**src/rtl/puf_pkg.sv**
```systemverilog
// Shared definitions for the PUF evaluation blocks: FSM encoding,
// sample-select codes and a width helper for parameter-derived counters.
package puf_pkg;

   typedef enum logic [2:0] {
      ST_IDLE = 3'd0,
      ST_REQ  = 3'd1,
      ST_WAIT = 3'd2,
      ST_EVAL = 3'd3,
      ST_DONE = 3'd4
   } state_t;

   localparam int SEL_POS = 0;
   localparam int SEL_NEG = 1;
   localparam int SEL_XOR = 2;

   // Bits needed to encode values 0..value-1.
   function automatic int clog2(input int value);
      int result;
      int rem;
      result = 0;
      rem    = value - 1;
      while (rem > 0) begin
         result = result + 1;
         rem    = rem >>> 1;
      end
      return result;
   endfunction

endpackage

```
**src/rtl/rsp_vote_popcount.sv**
```systemverilog
// Combinational population count of a WIDTH-bit vector.
module popcount
   import puf_pkg::*;
#(
   parameter int WIDTH = 32
) (
   input  logic [WIDTH-1:0]              bits,
   output logic [clog2(WIDTH+1)-1:0]     count
);

   localparam int OW = clog2(WIDTH + 1);

   always_comb begin
      count = '0;
      for (int i = 0; i < WIDTH; i++) begin
         count = count + OW'(bits[i]);
      end
   end

endmodule

```
**src/rtl/rsp_vote.sv**
```systemverilog
// Repeats response generation NUM_REPEAT times and majority-votes each bit,
// reporting which bits flipped between repeats and how many did.
module rsp_vote
   import puf_pkg::*;
#(
   parameter int RSP_WIDTH  = 32,
   parameter int NUM_REPEAT = 15,
   parameter int SAMPLE_SEL = SEL_POS,
   parameter int TIMEOUT    = 4096
) (
   input  logic                               clk,
   input  logic                               rst,
   input  logic                               start,
   output logic                               gen_req,
   input  logic                               rsp_valid,
   input  logic [RSP_WIDTH-1:0]               rsp_pos,
   input  logic [RSP_WIDTH-1:0]               rsp_neg,
   output logic                               busy,
   output logic                               done,
   output logic                               err,
   output logic [RSP_WIDTH-1:0]               key,
   output logic [RSP_WIDTH-1:0]               unstable,
   output logic [clog2(RSP_WIDTH+1)-1:0]      unstable_cnt
);

   localparam int CW = clog2(NUM_REPEAT + 1);
   localparam int TW = clog2(TIMEOUT);
   localparam int PW = clog2(RSP_WIDTH + 1);

   localparam logic [CW-1:0] HALF     = CW'(NUM_REPEAT / 2);
   localparam logic [CW-1:0] FULL     = CW'(NUM_REPEAT);
   localparam logic [CW-1:0] LAST_REP = CW'(NUM_REPEAT - 1);
   localparam logic [TW-1:0] TERM     = TW'(TIMEOUT - 1);

   state_t                state;
   state_t                state_next;
   logic [CW-1:0]         rep_cnt;
   logic [TW-1:0]         tmo_cnt;
   logic [RSP_WIDTH-1:0]  sample;
   logic [RSP_WIDTH-1:0]  key_next;
   logic [RSP_WIDTH-1:0]  unstable_next;
   logic [PW-1:0]         cnt_next;
   logic                  accept_start;
   logic                  accept_rsp;
   logic                  tmo_hit;

   assign accept_start = (state == ST_IDLE) && start;
   assign accept_rsp   = (state == ST_WAIT) && rsp_valid;
   // A response arriving on the terminal count still counts, so no abort then.
   assign tmo_hit      = (state == ST_WAIT) && !rsp_valid && (tmo_cnt == TERM);

   always_comb begin
      case (SAMPLE_SEL)
         SEL_NEG: sample = rsp_neg;
         SEL_XOR: sample = rsp_pos ^ rsp_neg;
         default: sample = rsp_pos;
      endcase
   end

   always_ff @(posedge clk) begin
      if (rst) begin
         state <= ST_IDLE;
      end else begin
         state <= state_next;
      end
   end

   always_comb begin
      state_next = state;
      gen_req    = 1'b0;
      busy       = 1'b1;
      done       = 1'b0;
      case (state)
         ST_IDLE: begin
            busy = 1'b0;
            if (start) begin
               state_next = ST_REQ;
            end
         end
         ST_REQ: begin
            gen_req    = 1'b1;
            state_next = ST_WAIT;
         end
         ST_WAIT: begin
            if (rsp_valid) begin
               state_next = (rep_cnt == LAST_REP) ? ST_EVAL : ST_REQ;
            end else if (tmo_cnt == TERM) begin
               state_next = ST_DONE;
            end
         end
         ST_EVAL: begin
            state_next = ST_DONE;
         end
         ST_DONE: begin
            done       = 1'b1;
            state_next = ST_IDLE;
         end
         default: begin
            busy       = 1'b0;
            state_next = ST_IDLE;
         end
      endcase
   end

   always_ff @(posedge clk) begin
      if (rst || accept_start) begin
         rep_cnt <= '0;
         tmo_cnt <= '0;
      end else if (accept_rsp) begin
         rep_cnt <= rep_cnt + CW'(1);
         tmo_cnt <= '0;
      end else if (state == ST_WAIT) begin
         tmo_cnt <= tmo_cnt + TW'(1);
      end
   end

   for (genvar i = 0; i < RSP_WIDTH; i++) begin : g_bit
      logic [CW-1:0] vote;

      always_ff @(posedge clk) begin
         if (rst || accept_start) begin
            vote <= '0;
         end else if (accept_rsp) begin
            vote <= vote + CW'(sample[i]);
         end
      end

      assign key_next[i]      = vote > HALF;
      assign unstable_next[i] = (vote != '0) && (vote != FULL);
   end

   popcount #(
      .WIDTH (RSP_WIDTH)
   ) u_popcount (
      .bits  (unstable_next),
      .count (cnt_next)
   );

   // Results persist through IDLE; only a new start clears the error flag.
   always_ff @(posedge clk) begin
      if (rst) begin
         err          <= 1'b0;
         key          <= '0;
         unstable     <= '0;
         unstable_cnt <= '0;
      end else if (accept_start) begin
         err <= 1'b0;
      end else if (tmo_hit) begin
         err          <= 1'b1;
         key          <= '0;
         unstable     <= '0;
         unstable_cnt <= '0;
      end else if (state == ST_EVAL) begin
         key          <= key_next;
         unstable     <= unstable_next;
         unstable_cnt <= cnt_next;
      end
   end

endmodule

```
**config.mk**
```make
export PLATFORM = sky130hd
export DESIGN_NAME = rsp_vote
export DESIGN_NICKNAME = d
export VERILOG_FILES = /design/src/rtl/puf_pkg.sv /design/src/rtl/rsp_vote_popcount.sv /design/src/rtl/rsp_vote.sv
export SDC_FILE = /design/constraint.sdc
export NUM_CORES = 1
export LEC_CHECK = 0
export CORE_UTILIZATION = 59
export CTS_CLUSTER_DIAMETER = 120
export DETAILED_ROUTE_END_ITERATION = 6
export PLACE_DENSITY_LB_ADDON = 0.1
export SYNTH_ARGS = -nofsm -noshare
export SYNTH_HDL_FRONTEND = slang
export SYNTH_SLANG_ARGS = --single-unit
```
**constraint.sdc**
```tcl
create_clock -name clk -period 15.8 [get_ports clk]
set_input_delay 1.58 -clock clk [delete_from_list [all_inputs] [get_ports clk]]
set_output_delay 1.58 -clock clk [all_outputs]
set_load 0.02 [all_outputs]
```
After elaboration in Yosys (flattened, before gate mapping). Cells that the tools add are included.

Magnitude comparators: 32. Mux-type cells: 14. Add/sub/neg operators: 65. Eq/ne operators: 40. Reduce and logical (&&, ||, !) cells: 77. Bitwise gates (word level): 1.

Operators by type and width (count): $add A6 B1 Y6 (30); $add A4 B1 Y4 (32); $gt A4 B3 Y1 const B (32); $mux W32 (4); $ne A4 B4 Y1 const B (32); $reduce_bool A4 Y1 (32); $logic_and A1 B1 Y1 (36); $add A12 B1 Y12 const B (1); $eq A12 B12 Y1 const B (1); $mux W6 (2); $pmux W3 S4 (1); $mux W3 (3); $eq A3 B2 Y1 const B (2); $add A4 B1 Y4 const B (1); $eq A4 B4 Y1 const B (1); $reduce_and A2 Y1 (2); $reduce_or A2 Y1 (2); $reduce_or A4 Y1 (1); $eq A3 B1 Y1 const B (1); $eq A3 B3 Y1 const B (1); $logic_not A3 Y1 (1); $mux W1 (3); $ne A3 B3 Y1 const B (1); $add A1 B1 Y2 (1); other kinds (6) (6).

Bits of input ports: 68. Flip-flop bits (word level): 218.

Longest topological paths before layout. Gate-level depths: netlist (run 1).

Depth after elaboration: 35. Mapped depth: 20.

Modules after synthesis. From an unflattened synthesis (run 1), not the netlist that was laid out.

Cell total of the unflattened synthesis: 1362. Area, all modules: 11398.4 µm².

By module, submodules not included: rsp_vote (cells each 1289, area each 10640.2 µm², instances 1); popcount (cells each 73, area each 758.2 µm², instances 1).

Least setup slack after synthesis (run 1). OpenSTA, ideal clock, no wires.

Kind: reg-to-reg. Start point: register g_bit[1].vote[3]. End point: register unstable_cnt[4]. Arrival time: 5290 ps. Data required time: 15683 ps. Period minus slack after synthesis: 5407 ps. Path slack: 10393 ps. Cell stages (with the launch flop): 19. Cells stage by stage: dfxtp_1 nor4_1 a31oi_1 ha_1 inv_1 fa_1 inv_1 fa_1 inv_1 fa_1 fa_1 fa_1 fa_1 fa_1 fa_1 nand2b_1 a21oi_1 xor2_1 a22o_1.

Longest elaborated chain between the ends: 35. Elaborated cells between the ends (all ways): 36. Classes of those cells: add/sub (31); eq/ne (1); mux (2); reduce/logical (2).

Ends and longest elaborated chain: start: declaration (RTL line rsp_vote.sv:118) `logic [CW-1:0] vote;`; start signal: assignment (RTL line rsp_vote.sv:124) `vote <= vote + CW'(sample[i]);`; $ne A4 B4 Y1 or $reduce_bool A4 Y1 (tied branches) (RTL line rsp_vote.sv:129) `assign unstable_next[i] = (vote != '0) && (vote != FULL);`; $logic_and A1 B1 Y1 * (RTL line rsp_vote.sv:129); $add A1 B1 Y2 * (RTL line rsp_vote_popcount.sv:16) `count = count + OW'(bits[i]);`; $add A6 B1 Y6 * (30 in series) (RTL line rsp_vote_popcount.sv:16); $mux W6 * (RTL line rsp_vote.sv:153) `end else if (state == ST_EVAL) begin`; $mux W6 * (RTL line rsp_vote.sv:148) `end else if (tmo_hit) begin`; end signal: assignment (RTL line rsp_vote.sv:156) `unstable_cnt <= cnt_next;`; end: declaration (RTL line rsp_vote.sv:23) `output logic [clog2(RSP_WIDTH+1)-1:0] unstable_cnt`.

Mark *: on every way between the ends. The rest lies on a longest branch, timed or not. The select of a mux whose other input is x is not followed. A chain may end at the register's enable or synchronous reset.

Final worst setup path (run 1).
Start point: register g_bit[0].vote[3]. End point: register unstable_cnt[4].

Longest elaborated chain between the ends: 35. Elaborated cells between the ends (all ways): 36. Classes of those cells: add/sub (31); eq/ne (1); mux (2); reduce/logical (2).

Ends and longest elaborated chain (RTL line): start: declaration (rsp_vote.sv:118); start signal: assignment (rsp_vote.sv:124); $ne A4 B4 Y1 or $reduce_bool A4 Y1 (tied branches) (rsp_vote.sv:129); $logic_and A1 B1 Y1 * (rsp_vote.sv:129); $add A1 B1 Y2 * (rsp_vote_popcount.sv:16); $add A6 B1 Y6 * (30 in series) (rsp_vote_popcount.sv:16); $mux W6 * (rsp_vote.sv:153); $mux W6 * (rsp_vote.sv:148).

Marked as above.

==> results of run 1 <==
## worst max-delay path: stages (launching register included)
cell and delay [ns]:
dfxtp_1 0.35, nor4_1 0.32, a31oi_1 0.13, ha_1 0.30, inv_1 0.04, fa_1 0.48
inv_1 0.06, fa_1 0.53, inv_1 0.05, fa_1 0.54, fa_1 0.45, fa_1 0.54
fa_1 0.46, fa_1 0.44, fa_1 0.40, nand2b_1 0.18, a21oi_1 0.16, xor2_1 0.09
a22o_1 0.20
## worst paths after layout
check / startpoint / endpoint / slack (ns) / depth (start not counted)
max reg2reg: g_bit[0].vote[3] / unstable_cnt[4] / 9.96 / 18
min: unstable[24] / unstable[24] / 0.46 / 1
min reg2reg: unstable[24] / unstable[24] / 0.46 / 1
max: g_bit[0].vote[3] / unstable_cnt[4] / 9.96 / 18
## sequential cells by signal, summed over array words and instances (netlist names)
name          count
err               1
key              32
g_bit.vote      128
unstable         32
unstable_cnt      6
rep_cnt           4
tmo_cnt          12
state             3
## routing by layer
layer  track usage (%)  part of all wire, %  vias up
met5                 0                    0        -
met4              6.83                  2.1        0
met3              4.15                  4.7       30
met2              43.9                   48      145
met1              33.4                   45     3613
li1                  -                    -     3823
## synth_stat cells (all sizes together), types with 19 or more instances
cell type,number,area share (%)
dfxtp,218,45
buf,19,0.96
nand4,51,3.3
fa,24,4.9
or4,25,1.9
clkbuf,37,1.4
nand2,195,7.5
o2bb2ai,27,2.4
a22o,42,3.8
inv,28,1.1
xor2,73,6.5
a21oi,76,3.9
ha,75,9.6
nor2,87,3.3
## cell families after synthesis
kind of cell,count (synthesis)
AO/OA/AOI/OAI,159
XOR/XNOR,78
flip-flops,218
adder cells (fa/ha/maj),99
buffers and inverters,84
AND/OR/NAND/NOR,414
## through the flow
step                      utilization, %  cells  setup slack (ns)  power, uW  cell area [um2]
final                               73.5   1369              9.96       1170            11800
after global routing                73.5   1369              9.70       1210            11800
after CTS                           73.5   1369              9.98       1180            11800
after detailed placement            68.4   1325             10.04        618            11000
after global placement              68.4   1325             10.06        618            11000
after floorplan                        -   1052             10.39        597             9800
## where the power goes
group / switching (uW) / internal [uW] / total, uW / leakage, uW
combinational: 33.2 / 18.6 / 51.8 / 0.00248
sequential: 2.48 / 551 / 554 / 0.00176
clock: 218 / 350 / 569 / 0.000406
## cells in the final DEF, fill, tap and decap left out, types with 12 or more instances in the layout
| cell | instances |
|---|---|
| nand2_1 | 195 |
| o2bb2ai_1 | 27 |
| or4_1 | 25 |
| ha_1 | 75 |
| clkdlybuf4s50_1 | 109 |
| inv_1 | 28 |
| a22o_1 | 42 |
| nor2_1 | 87 |
| nand4_1 | 51 |
| clkbuf_16 | 25 |
| fa_1 | 24 |
| dfxtp_1 | 218 |
| xor2_1 | 73 |
| nor4_1 | 12 |
| nand3_1 | 16 |
| a21oi_1 | 75 |
## area by class of cell
cell class / count / area, um2 / area share [%]
multi-input cells: 750 / 5130 / 43.4
flip-flops and latches: 218 / 4360 / 37.0
repair buffers: 113 / 1120 / 9.49
clock buffers: 37 / 731 / 6.19
well taps: 216 / 270 / 2.29
inverters: 28 / 105 / 0.890
clock inverters: 7 / 88.8 / 0.752
==> results_dict.tcl, run 1 <==
set metrics [dict create \
    synthSimpleGateAreaFrac_pct 19.6 \
    numCtsBuffers 24 \
    worstSetupPathType "reg -> reg" \
    grt_max_degree 77 \
    rsz0062_at_grt "no" \
    cts_setup_buffers 0 \
    hold_class "reg -> reg" \
    synth_compound_area_share_pct 11.0 \
    hold_ws_ns 0.465 \
    syn_area_um2 9800 \
    async_flop_share_pct 0 \
    place.gp.congestion 0.781 \
    via_per_inst 5.56 \
    worstMarginPinSlew_ns 1.16 \
    seq_area_frac_synth_pct 44.5 \
    synth_xor_area_share_pct 6.97 \
    path_clk_slew_ns 0.06 \
    synth.area.mux_share_pct 0 \
    grt_pass1_wl_um 34700 \
    antenna_found_initial 0 \
    post-route-period-util_pct 36.9 \
    rows 46 \
    ios 142 \
    clock_skew_ns 0.0101 \
    post_synth.cell_area_avg_um2 9.32 \
    endpoint_kind "flip-flop" \
    die_w_um 131 \
    drive_above_1_share_pct 4.25 \
    grt.overflow.total 0 \
    h-tree-depth 1 \
    synth_nets 1219 \
    synth_top_family_by_area "simple AND/OR/NAND/NOR gates" \
    cts-root-buf "clkbuf_16" \
    syn_to_final_growth_pct 20.5 \
    hpwl_um 13500 \
    vias 7611 \
    power.leakage_uw 0.00464 \
    port_buffers 109 \
    drv_slew 0 \
    ant_nets 0 \
    syn_inst 1052 \
    relSlewSlack_pct 22.8 \
    fillCellCount 1205 \
    synth-edff-count 0 \
    core_area_um2 16100 \
    clock-sinks 218 \
    drc 0 \
    clkLatencyLatePin_ns 0.51 \
    start_util_pct 61.0 \
    drt_iter0_drc 440 \
    post_cts_resized 0 \
    synthAdderAreaFrac_pct 14.5 \
    cts_hold_buffers 0 \
    outcome "finished, final reports clean" \
    num-nets-final 1302 \
    period_needed_ns 5.84 \
    first_pass_iters 4 \
    ys_ff_latch 218 \
    grt_usage_pct 25.6 \
    drt_wl_total_um 21300 \
    dieArea_um2 17100 \
    finalSetupViolCount 0 \
    cellPowerDensity_nw_per_um2 99.5 \
    first_global_vias 7238 \
    fp.dieH_um 131 \
    ys_types 39 \
    worst_ir_drop_vdd_mv 0.0832 \
    ys_warn_count 0 \
    cp_data_required_time_ns 16.19 \
    max_freq_mhz 171 \
    cts_tree "built" \
    cp.arrival_ns 6.23 \
    n_antenna_cell 0 \
    wire_per_inst_um 15.5 \
    ctsLongestPathBuffers 3 \
    cp_max_fo 4 \
    yosys_most_used_dff "dfxtp_1" \
    start_kind "flip-flop" \
    hold_violations 0 \
    finalSetupTns_ns 0 \
    maxCapViolations 0 \
]
Note: power is estimated with default switching activity, not from simulation.
==> run 2, diff against run 1 <==
Settings changed: CORE_UTILIZATION 59 to 55.
Clock period 15.8 ns to 5.87 ns, I/O delays scaled along.
==> run 2 against run 1 <==
Effect of this change:
- flip-flop and latch count stayed put
- critical endpoint unchanged
- routed wire length shrank 2.9%
- highest routed layer unchanged
- cell count up 0.73%
==> results_dict.tcl, run 2 (synthesis gave the netlist of run 1 again) <==
set metrics [dict create \
    power.leakage_uw 0.00467 \
    hpwl_um 13100 \
    cp_common_cell "fa_1" \
    hold_class "reg -> reg" \
    critPathBufInv 3 \
    largest_reg_flops 128 \
    largest-register "g_bit.vote" \
    grt_usage_pct 23.0 \
    worstMarginPinSlew_ns 1.13 \
    netSwitchingFraction_pct 21.4 \
    drt_wl_total_um 20600 \
    period_needed_ns 5.67 \
    clock-sinks 218 \
    cp_max_fo 4 \
    drt_iter0_drc 366 \
    max_freq_mhz 176 \
    grt_max_degree 73 \
    relSlewSlack_pct 24.7 \
    cp_top_family "adder cells" \
    drc 0 \
    finalSetupViolCount 0 \
    h-tree-depth 1 \
    pre_cts_ws_ns 0.192 \
    cts-root-buf "clkbuf_16" \
    cpMaxStageDelayCell "fa_1" \
    cts_tree "built" \
    rows 48 \
    endpoint_kind "flip-flop" \
    multi_input_area_um2 5140 \
    r2r_start "g_bit[0].vote[3]" \
    ant_nets 0 \
    final_area_um2 11900 \
    intPower_uw 2530 \
    start_kind "flip-flop" \
    drive_above_1_share_pct 4.85 \
    first_global_vias 7068 \
    worst_ir_drop_vdd_mv 0.233 \
    reg_top3 "g_bit.vote (128), key (32), unstable (32)" \
    grt.overflow.total 0 \
    cp.arrival_ns 6.06 \
    via_per_inst 5.44 \
    vias 7499 \
    hold_start "unstable[10]" \
    crit_path_max_incr_delay_ns 0.55 \
    clock_power_share_pct 49.4 \
    die_w_um 135 \
    worstSetupPathType "reg -> reg" \
    dieArea_um2 18400 \
    setup_slack_ns 0.199 \
    start_util_pct 56.5 \
    first_pass_iters 5 \
    hold_violations 0 \
    syn_to_final_growth_pct 21.2 \
    post-route-period-util_pct 96.6 \
    n_antenna_cell 0 \
    outcome "finished, final reports clean" \
    wire_per_inst_um 15.0 \
    maxCapViolations 0 \
    seqPwrFrac_pct 46.3 \
    path_clk_slew_ns 0.06 \
    drv_slew 0 \
    seq_area_um2 4360 \
    place_area_um2 11000 \
    port_buffers 109 \
    fillCellCount 1410 \
    comb_power_share_pct 4.3 \
    final_common_cell "dfxtp_1" \
    num-nets-final 1303 \
    numCtsBuffers 24 \
    worstPathCellList "nor4_2, a31oi_1, ha_1, inv_1, fa_1, inv_1, fa_1, inv_1, fa_1, fa_1, fa_1, fa_1, fa_1, fa_1, nand2b_1, a21oi_2, xor2_1, a22o_1" \
    clkLatencyLatePin_ns 0.51 \
    hold_ws_ns 0.465 \
    critPathLaunch "g_bit[0].vote[3]" \
    antenna_found_initial 0 \
    cp_data_required_time_ns 6.26 \
    ios 142 \
    cellPowerDensity_nw_per_um2 271 \
    layout_common_cells "dfxtp_1, nand2_1, clkdlybuf4s50_1" \
    core_area_um2 17400 \
    fp.dieH_um 135 \
    cts_hold_buffers 0 \
    grt_pass1_wl_um 34100 \
    place.gp.congestion 0.784 \
    p_sw_uw 690 \
    ctsLongestPathBuffers 3 \
    clock_skew_ns 0.0102 \
]
run 2: cell types whose count changed in the layout (fill, tap and decap cells not counted), sizes merged:
cell / delta
clkbuf: -3
buf: +1
inv: +1
bufinv: +1
clkinvlp: +1
run 2: cell type report:
type                       instances  area share, %
tap                              225           2.37
clock buffer                      34           6.14
timing repair buffer             114           9.50
multi-input combinational        750           43.3
sequential                       218           36.7
inverter                          28          0.885
clock inverter                    10           1.11
run 2: path summary, 6_finish.rpt:
check	to	slack (ns)	cells after the start
hold reg to reg	unstable[10]	0.46	1
hold / removal	unstable[10]	0.46	1
setup reg to reg	unstable_cnt[4]	0.20	18
setup / recovery	unstable_cnt[4]	0.20	18
run 2: power groups by stage:
stage	Combinational (uW)	Clock, uW	Sequential [uW]
2_1_floorplan	87.2	0	1520
3_3_place_gp	140	0	1520
3_5_place_dp	141	0	1520
4_1_cts	141	1630	1490
5_1_grt	154	1690	1490
6_report	138	1590	1490
run 2: routing by layer:
| metal | wire length, um | track usage [%] | up-vias |
|---|---|---|---|
| met1 | 9700 | 30.9 | 3516 |
| met5 | 0 | 0 | - |
| met4 | 457 | 6.24 | 0 |
| met3 | 747 | 3.22 | 32 |
| li1 | - | - | 3820 |
| met2 | 9740 | 38.6 | 131 |
run 2: per-stage QoR:
stage                     total power [uW]  std cells  util, %  setup TNS (ns)
after detailed placement              1660       1335     63.4               0
after global routing                  3340       1379     68.4        -0.00931
after floorplan                       1610       1052        -               0
after CTS                             3260       1379     68.4               0
after global placement                1660       1335     63.4               0
final                                 3220       1379     68.4               0
run 2: repair_timing:
action | 4_1_cts | 5_1_grt
setup buffers | 0 | 0
gates resized for setup | 0 | 2
endpoints found under the setup margin | 0 | 1
==> RTL edit: new RTL, settings of run 1 <==
Register the output `done`, with the module's reset; this adds one clock of latency there. The other outputs are not delayed to match.
--- a/src/rtl/rsp_vote.sv
+++ b/src/rtl/rsp_vote.sv
@@ -31,6 +31,8 @@
    localparam logic [CW-1:0] FULL     = CW'(NUM_REPEAT);
    localparam logic [CW-1:0] LAST_REP = CW'(NUM_REPEAT - 1);
    localparam logic [TW-1:0] TERM     = TW'(TIMEOUT - 1);
+
+   logic done_d;
 
    state_t                state;
    state_t                state_next;
@@ -69,7 +71,7 @@
       state_next = state;
       gen_req    = 1'b0;
       busy       = 1'b1;
-      done       = 1'b0;
+      done_d     = 1'b0;
       case (state)
          ST_IDLE: begin
             busy = 1'b0;
@@ -92,7 +94,7 @@
             state_next = ST_DONE;
          end
          ST_DONE: begin
-            done       = 1'b1;
+            done_d     = 1'b1;
             state_next = ST_IDLE;
          end
          default: begin
@@ -157,5 +159,13 @@
       end
    end
 
+   always_ff @(posedge clk) begin
+      if (rst) begin
+         done <= '0;
+      end else begin
+         done <= done_d;
+      end
+   end
+
 endmodule
 
Formal check against the unedited RTL: same outputs for any inputs over 4 cycles, from zero or initial values and one cycle with rst high; that may be too few to reach the edited logic, so the function may still have changed.
==> RTL edit against run 1 <==
Combinational power up 48%; final cell count up 11%; critical endpoint unchanged; maximum frequency up 0.15%; wire length up 17%; via count up 17%; die area up 8.9%; clock power up 7.6%; total power up 6.0%; area after synthesis up 9.0%; sequential cell count up 1; final area up 7.0%; highest routed layer unchanged; worst setup slack better by 0.0086 ns.
==> RTL edit: results (changes against run 1) <==
- Worst ir drop on vdd: 0.000101 V (was 0.0000832 V)
- Fill cells: 1391 (was 1205)
- Multi-input gate share of total cell area: 46.1% (was 43.4%)
- Logic inverters: 32 (was 28)
- 1st-iter DRT viols: 621 (was 440)
- Leading post-synthesis cells by cell area: dfxtp_1 41%, ha_1 8.8%, a21oi_1 6.6% (was dfxtp_1 45%, ha_1 9.6%, nand2_1 7.5%)
- Metal1 wirelength: 11.5 mm (was 9.62 mm)
- Compound-cell area share of the yosys netlist: 13.5% (was 11.0%)
- Status: finished clean (unchanged)
- HPWL after DPL: 15.2 mm (was 13.5 mm)
- GRT met1 Usage: 37.8% (was 33.4%)
- Via total after detailed routing: 8911 (was 7611)
- GR Util met3: 3.78% (was 4.15%)
- Vias in the first global route: 8172 (was 7238)
- NonClk Buf Share: 9.13% (was 9.49%)
- Mapped Avg Cell Area: 8.74 um^2 (was 9.32 um^2)
- Num sequential: 219 (was 218)
- Psw: 282 uW (was 254 uW)
- Largest net degree at the start of global routing: 74 (was 77)
- First-pass GRT wire length: 40.7 mm (was 34.7 mm)
- Max incr delay on CP: 0.57 ns (was 0.54 ns)
- Routed wire length on met2: 11.6 mm (was 10.2 mm)
- GP Congestion: 0.792 (was 0.781)
- Metal3 WL: 1.30 mm (was 1.01 mm)
- WL per Instance: 16.4 um (was 15.5 um)
- GRT Resource Usage Total: 27.1% (was 25.6%)
- CLK BUF: 33 (was 37)
[RTL edit: changes by cell type after synthesis, sizes merged, moves of 22 or more]
cell            run 1  this run
o2bb2ai            27         0
nand3              17        39
or4                25         1
nand2             195       170
a21oi              76       141
a31o                1        25
a22o               42         0
o21ai               1        71
and2                9        32
nand4b              0        28
[RTL edit: through the flow]
step	hold WS (ns)	setup slack (ns)	instance area (um^2)	util, %
finish	0.472	9.97	12600	72.3
CTS	0.471	9.95	12600	72.3
floorplan	0.451	10.40	10700	-
global placement	0.446	10.04	11800	67.3
detailed placement	0.462	10.0	11800	67.3
global route	0.489	9.76	12600	72.3
[RTL edit: path summary, 6_finish.rpt]
check,depth (start not counted),from,slack (ns),end
setup / recovery,18,g_bit[1].vote[3],9.97,unstable_cnt[4]
hold / removal,2,err,0.47,err
setup reg to reg,18,g_bit[1].vote[3],9.97,unstable_cnt[4]
hold reg to reg,2,err,0.47,err
